### src/rtl/serial_pkg.sv
// Shared definitions for the FIFO-fed serial transmitter: FSM encodings,
// default frame geometry and the idle line level.
package serial_pkg;

    localparam int unsigned SERIAL_WORD_SIZE      = 4;
    localparam int unsigned SERIAL_CLOCKS_PER_BIT = 16;

    localparam logic LINE_IDLE = 1'b1;

    typedef logic [2:0] serial_state_t;

    localparam serial_state_t IDLE  = 3'd0;
    localparam serial_state_t FETCH = 3'd1;
    localparam serial_state_t LOAD  = 3'd2;
    localparam serial_state_t START = 3'd3;
    localparam serial_state_t DATA  = 3'd4;
    localparam serial_state_t STOP  = 3'd5;

    // Counter width for n distinct values, never narrower than one bit.
    function automatic int unsigned width_of(input int unsigned n);
        return (n > 1) ? $clog2(n) : 1;
    endfunction

endpackage

### src/rtl/bit_period_counter.sv
// Free-running bit-period timer; tick marks the last cycle of each bit.
module bit_period_counter
    import serial_pkg::*;
#(
    parameter int unsigned CLOCKS_PER_BIT = SERIAL_CLOCKS_PER_BIT
) (
    input  logic clock,
    input  logic reset,
    input  logic clear,
    output logic tick
);

    localparam int unsigned CntW = width_of(CLOCKS_PER_BIT);
    localparam logic [CntW-1:0] LastCount = CntW'(CLOCKS_PER_BIT - 1);

    logic [CntW-1:0] count_q, count_d;

    assign tick = (count_q == LastCount);

    // Advance, wrapping after the last cycle of the period; clear holds at 0.
    always_comb begin
        count_d = count_q + 1'b1;
        if (clear || tick) begin
            count_d = '0;
        end
    end

    // Timer state register.
    always_ff @(posedge clock) begin
        if (reset) begin
            count_q <= '0;
        end else begin
            count_q <= count_d;
        end
    end

endmodule

### src/rtl/fifo_serial_transmitter.sv
// Drains a word FIFO and sends each word as start bit, LSB-first data, stop bit.
module fifo_serial_transmitter
    import serial_pkg::*;
#(
    parameter int unsigned WORD_SIZE      = SERIAL_WORD_SIZE,
    parameter int unsigned CLOCKS_PER_BIT = SERIAL_CLOCKS_PER_BIT
) (
    input  logic                 clock,
    input  logic                 reset,
    input  logic                 fifo_empty,
    input  logic [WORD_SIZE-1:0] fifo_data,
    output logic                 fifo_read_enable,
    output logic                 tx,
    output logic                 busy
);

    localparam int unsigned IdxW = width_of(WORD_SIZE);
    localparam logic [IdxW-1:0] LastIdx = IdxW'(WORD_SIZE - 1);

    serial_state_t        state_q, state_d;
    logic [WORD_SIZE-1:0] shift_q, shift_d;
    logic [IdxW-1:0]      idx_q, idx_d;
    logic                 tx_q, tx_d;
    logic                 tick;
    logic                 timer_clear;

    // Timer only runs while a frame is on the line, so START always begins at 0.
    assign timer_clear = (state_q == IDLE) || (state_q == FETCH) || (state_q == LOAD);

    bit_period_counter #(
        .CLOCKS_PER_BIT(CLOCKS_PER_BIT)
    ) u_bit_period_counter (
        .clock(clock),
        .reset(reset),
        .clear(timer_clear),
        .tick (tick)
    );

    // FSM, shift register and bit index next-state logic.
    always_comb begin
        state_d = state_q;
        shift_d = shift_q;
        idx_d   = idx_q;
        case (state_q)
            IDLE: begin
                if (!fifo_empty) begin
                    state_d = FETCH;
                end
            end
            FETCH: begin
                state_d = LOAD;
            end
            LOAD: begin
                // FIFO data_out is valid the cycle after the strobe.
                shift_d = fifo_data;
                idx_d   = '0;
                state_d = START;
            end
            START: begin
                if (tick) begin
                    state_d = DATA;
                end
            end
            DATA: begin
                if (tick) begin
                    if (idx_q == LastIdx) begin
                        state_d = STOP;
                    end else begin
                        shift_d = shift_q >> 1;
                        idx_d   = idx_q + 1'b1;
                    end
                end
            end
            STOP: begin
                if (tick) begin
                    state_d = fifo_empty ? IDLE : FETCH;
                end
            end
            default: begin
                state_d = IDLE;
            end
        endcase
    end

    // Line level is derived from the next state so tx changes with the state.
    always_comb begin
        case (state_d)
            START:   tx_d = ~LINE_IDLE;
            DATA:    tx_d = shift_d[0];
            default: tx_d = LINE_IDLE;
        endcase
    end

    // State and line registers.
    always_ff @(posedge clock) begin
        if (reset) begin
            state_q <= IDLE;
            shift_q <= '0;
            idx_q   <= '0;
            tx_q    <= LINE_IDLE;
        end else begin
            state_q <= state_d;
            shift_q <= shift_d;
            idx_q   <= idx_d;
            tx_q    <= tx_d;
        end
    end

    assign fifo_read_enable = (state_q == FETCH);
    assign busy             = (state_q != IDLE);
    assign tx               = tx_q;

endmodule

### config.mk
export PLATFORM = sky130hd
export DESIGN_NAME = fifo_serial_transmitter
export DESIGN_NICKNAME = d
export VERILOG_FILES = /design/src/rtl/serial_pkg.sv /design/src/rtl/bit_period_counter.sv /design/src/rtl/fifo_serial_transmitter.sv
export SDC_FILE = /design/constraint.sdc
export NUM_CORES = 1
export LEC_CHECK = 0
export ABC_AREA = 0
export CORE_MARGIN = 8
export CORE_UTILIZATION = 43
export CTS_BUF_LIST = sky130_fd_sc_hd__clkbuf_4
export CTS_CLUSTER_DIAMETER = 80
export CTS_CLUSTER_SIZE = 30
export DETAILED_ROUTE_END_ITERATION = 16
export DONT_BUFFER_PORTS = 1
export HOLD_SLACK_MARGIN = 0.12
export SKIP_CTS_REPAIR_TIMING = 1
export SLEW_MARGIN = 20
export SYNTH_ARGS = -nofsm -noshare
export SYNTH_HDL_FRONTEND = slang
export SYNTH_SLANG_ARGS = --single-unit
### constraint.sdc
create_clock -name clock -period 2.89 [get_ports clock]
set_clock_uncertainty 0.15 [all_clocks]
set_input_delay 0.867 -clock clock [delete_from_list [all_inputs] [get_ports clock]]
set_output_delay 0.867 -clock clock [all_outputs]
set_load 0.005 [all_outputs]
==> results of run 1 <==
[sequential cells by signal (all words and copies together) (netlist names)]
name	flops
shift_q	4
u_bit_period_counter.count_q	4
state_q	3
idx_q	2
tx	1
[area by class of cell]
type / instances / area, µm² / area share [%]
multi-input combinational: 52 / 348 / 51.3
sequential: 14 / 280 / 41.3
clock buffer: 3 / 22.5 / 3.32
tap: 16 / 20.0 / 2.95
clock inverter: 1 / 3.75 / 0.554
inverter: 1 / 3.75 / 0.554
[per-layer routing]
layer	vias to the layer above	wire length, µm
met5	-	0
met4	0	10
met3	2	123
met2	14	552
met1	240	547
li1	261	-
[per-stage QoR]
stage / cell area, µm² / total power, mW / cells
floorplan: 646 / 0.237 / 70
global placement: 652 / 0.241 / 83
detailed placement: 652 / 0.241 / 83
CTS: 678 / 0.354 / 87
global route: 678 / 0.370 / 87
finish: 678 / 0.348 / 87
[cell families after synthesis]
group           synth area share, %
xor+xnor                       2.71
fa+ha+maj                      3.88
buf+inv                        2.71
compound gates                 15.3
simple gates                   28.9
flops                          43.4
mux                            3.10
[power by group]
group          leakage [nW]  internal [mW]  switching [mW]
combinational         0.119         0.0128          0.0143
clock                0.0154         0.0500          0.0624
sequential            0.114          0.200         0.00887
total                 0.248          0.263          0.0855
[synth_stat cells (2+ instances only)]
cell	n	share of area, %
a21oi_1	6	4.7
a22oi_1	3	3.5
and3_1	3	2.9
buf_2	2	1.6
dfxtp_1	14	43
ha_1	2	3.9
mux2i_1	2	3.1
nand2_1	3	1.7
nand3_1	2	1.6
nand4_1	3	2.9
nor2_1	8	4.7
nor3_1	3	2.3
or3_1	2	1.9
[worst max-delay path by stage]
stage	depth (start not counted)	to	slack [ns]
2_1_floorplan	2	busy	1.07
3_3_place_gp	1	fifo_read_enable	1.04
3_5_place_dp	1	fifo_read_enable	1.06
4_1_cts	1	fifo_read_enable	0.73
5_1_grt	1	fifo_read_enable	0.66
6_report	1	fifo_read_enable	0.76
==> results.toml, run 1 <==
[timing]
fin_crit_sh_pct = 73.8
fmax_mhz = 469
setup_viol = 0
rsz0062_at_grt = "no"
slew_violations = 0
whs_ns = 0.306
hold_violations = 0
layout_setup_ws_ns = 0.756
setup-tns-final_ns = 0
tightest_slew_ns = 0.377
max-slew-margin-rel_pct = 74.8
period_minus_slack_ns = 2.13

[worst_setup_path]
worst_ep_arrival_time_ns = 1.12
critPathKind = "reg -> out"
startpoint_type = "register"
critPathMaxFanout = 11
cpPeakStageDelay_ns = 0.53
timing.rr.end = "tx$_SDFF_PP1_"
worst-path-buf-inv = 0
cp-end-kind = "primary output"
worstPathRequired_ns = 1.87
worst_path_max_delay_cell = "dfxtp_1"
crit_start = "state_q[0]$_SDFF_PP0_"
crit_family = "flip-flops"
reg2reg_slack_ns = 1.07
path_cells = "nor3b_1"
reg2reg_from = "state_q[2]$_SDFF_PP0_"
reg2reg_depth = 4

[synth]
netlist_area_um2 = 646
ys_ff_latch = 14
syn_nets = 79
synth_edf_count = 0
post_synth_inst_count = 70
synth.distinct_cells = 30
async_flop_share_pct = 0
ys_warn_count = 0
ys.flop_type = "dfxtp_1"
synth-seq-area-share_pct = 43.4
synth_area_per_cell_um2 = 9.22

[detailed_routing]
drt_first_iter_violations = 14
wl_mm = 1.23
ant_nets = 0
vias_per_cell = 5.94
drc_errors = 0
via_count = 517
wl_per_cell_um = 14.2
dr.pass1.iters = 4

[worst_hold_path]
hold_depth = 2
holdCritStartpoint = "shift_q[2]$_SDFFE_PP0P_"
hold_path_class = "reg -> reg"
min_to = "shift_q[2]$_SDFFE_PP0P_"

[power_and_ir_drop]
p_per_area_nw_per_um2 = 514
leakagePower_nw = 0.248
ir_drop_mv = 0.346

[floorplan]
ios = 10
coreArea_um2 = 1450
die_y_um = 54.8
start_util_pct = 44.4
die_area_um2 = 3000
rows = 14
die_w_um = 54.8

[layout]
diodes = 0
fillCellCount = 149
finalNetCount = 81
drive_gt1_share_pct = 9.86
utilization_pct = 46.6
area_delta_synth_final_pct = 5.04
final_common_cell = "dfxtp_1"
final_cell_mix = "dfxtp_1, nor2_1, a21oi_1"

[global_routing]
first_global_vias = 476
overflow = 0
grt_pass1_wl_mm = 2.07
use_met3_pct = 4.89
grt_max_degree = 13
grt_most_used_layer = "met2"
met2_usage_pct = 13.4
met1_usage_pct = 11.2
antenna_found_initial = 0
grt_usage_pct = 9.58

[clock_network]
cts-htree-levels = 1
clock_sinks = 14
numCtsBuffers = 3
cts_tree = "done"
clkTransAtPathRegs_ns = 0.09
cts-root-buf = "clkbuf_4"
clock_path_buffers = 2
clk_latency_ns = 0.28

[placed_design]
gp_congestion = 0.754
numPortBuffers = 0
dp_slack_ns = 1.06
dp_hpwl_um = 914

[job]
drv_cap = 0

[outcome]
status = "completed"
Power figures use the tool's default switching activity.
==> run 2, diff against run 1 <==
clock period = 2.15 ns   (was 2.89 ns; I/O delays follow)
==> run 2 against run 1 <==
Compared with the run above:
- sequential cell count unchanged
- final cell count unchanged
- global-route usage increased by 0.70 points
- setup slack got worse by 0.54 ns
- largest power group unchanged
- largest cell class unchanged
==> results.toml, run 2 (synthesis gave the netlist of run 1 again) <==
[outcome]
status = "completed"

[worst_hold_path]
hold_path_class = "in -> reg"
holdCritStartpoint = "reset"
hold_depth = 1

[worst_setup_path]
crit_start = "state_q[0]$_SDFF_PP0_"
worst_path_max_delay_cell = "dfxtp_1"
path_cells = "nor3b_1"
crit_family = "flip-flops"
worstPathRequired_ns = 1.35
critPathKind = "reg -> out"
worst_ep_arrival_time_ns = 1.14
cpPeakStageDelay_ns = 0.54
reg2reg_from = "idx_q[0]$_SDFFE_PP0P_"
startpoint_type = "register"
reg2reg_slack_ns = 0.30
critPathMaxFanout = 11
cp-end-kind = "primary output"
reg2reg_depth = 5
worst-path-buf-inv = 0
cp.depth = 1

[global_routing]
grt_usage_pct = 10.3
grt_pass1_wl_mm = 2.18
first_global_vias = 511
antenna_found_initial = 0
grt_max_degree = 13
overflow = 0

[floorplan]
die_y_um = 54.8
rows = 14
die_area_um2 = 3000
ios = 10
die_w_um = 54.8
start_util_pct = 44.4
coreArea_um2 = 1450

[layout]
multi_input_area_um2 = 348
area_delta_synth_final_pct = 5.04
instances_no_fill = 87
reg_top3 = "shift_q (4), u_bit_period_counter.count_q (4), state_q (3)"
final_common_cell = "dfxtp_1"
diodes = 0
fillCellCount = 147
drive_gt1_share_pct = 9.86
final_area_um2 = 678
regArea_um2 = 280
finalNetCount = 81
final_cell_mix = "dfxtp_1, nor2_1, a21oi_1"

[detailed_routing]
dr.pass1.iters = 4
drt_first_iter_violations = 11
wl_per_cell_um = 15.1
via_count = 523
vias_per_cell = 6.01
drc_errors = 0
ant_nets = 0
wl_mm = 1.31

[timing]
slew_violations = 0
layout_setup_ws_ns = 0.220
tightest_slew_ns = 0.348
fmax_mhz = 518
setup_viol = 0
hold_violations = 0
max-slew-margin-rel_pct = 76.7
fin_crit_sh_pct = 89.8
period_minus_slack_ns = 1.93
setup-tns-final_ns = 0
rsz0062_at_grt = "no"

[clock_network]
cts-htree-levels = 1
cts_tree = "done"
cts-root-buf = "clkbuf_4"
clk_latency_ns = 0.28
clock_sinks = 14
numCtsBuffers = 3
clkTransAtPathRegs_ns = 0.09
clock_path_buffers = 2

[power_and_ir_drop]
leakagePower_nw = 0.248
ir_drop_mv = 0.335
p_per_area_nw_per_um2 = 699

[placed_design]
dp_slack_ns = 0.306
gp_congestion = 0.766
dp_hpwl_um = 980
placed_cell_area_um2 = 652
numPortBuffers = 0
place_inst = 83

[job]
drv_cap = 0
## run 2: cell counts in the layout (fill, tap and decap cells not counted)
No cell type changed its count.
## run 2: layer usage
metal	up-vias	track usage, %	routed length [µm]
li1	265	-	-
met1	243	10.7	578
met2	11	15.7	604
met3	4	5.16	101
met4	0	7.38	27
met5	-	0	0
## run 2: final timing paths
check | to
max | fifo_read_enable
min | shift_q[1]$_SDFFE_PP0P_
max reg2reg | tx$_SDFF_PP1_
min reg2reg | shift_q[2]$_SDFFE_PP0P_
## run 2: stage by stage
stage	util, %	total power, mW	hold WS [ns]
CTS	46.6	0.483	0.253
floorplan	-	0.319	0.268
global route	46.6	0.499	0.245
detailed placement	44.8	0.324	0.293
global placement	44.8	0.324	0.293
finish	46.6	0.474	0.265
## run 2: cell type report
cell class | instances | area share (%)
multi-input cells | 52 | 51.3
flip-flops and latches | 14 | 41.3
clock buffers | 3 | 3.32
well taps | 16 | 2.95
clock inverters | 1 | 0.554
inverters | 1 | 0.554
## run 2: report_power, final
| group | internal (mW) | switching (mW) | leakage, nW |
|---|---|---|---|
| Combinational | 0.0172 | 0.0193 | 0.119 |
| Sequential | 0.269 | 0.0121 | 0.114 |
| Clock | 0.0674 | 0.0887 | 0.0154 |
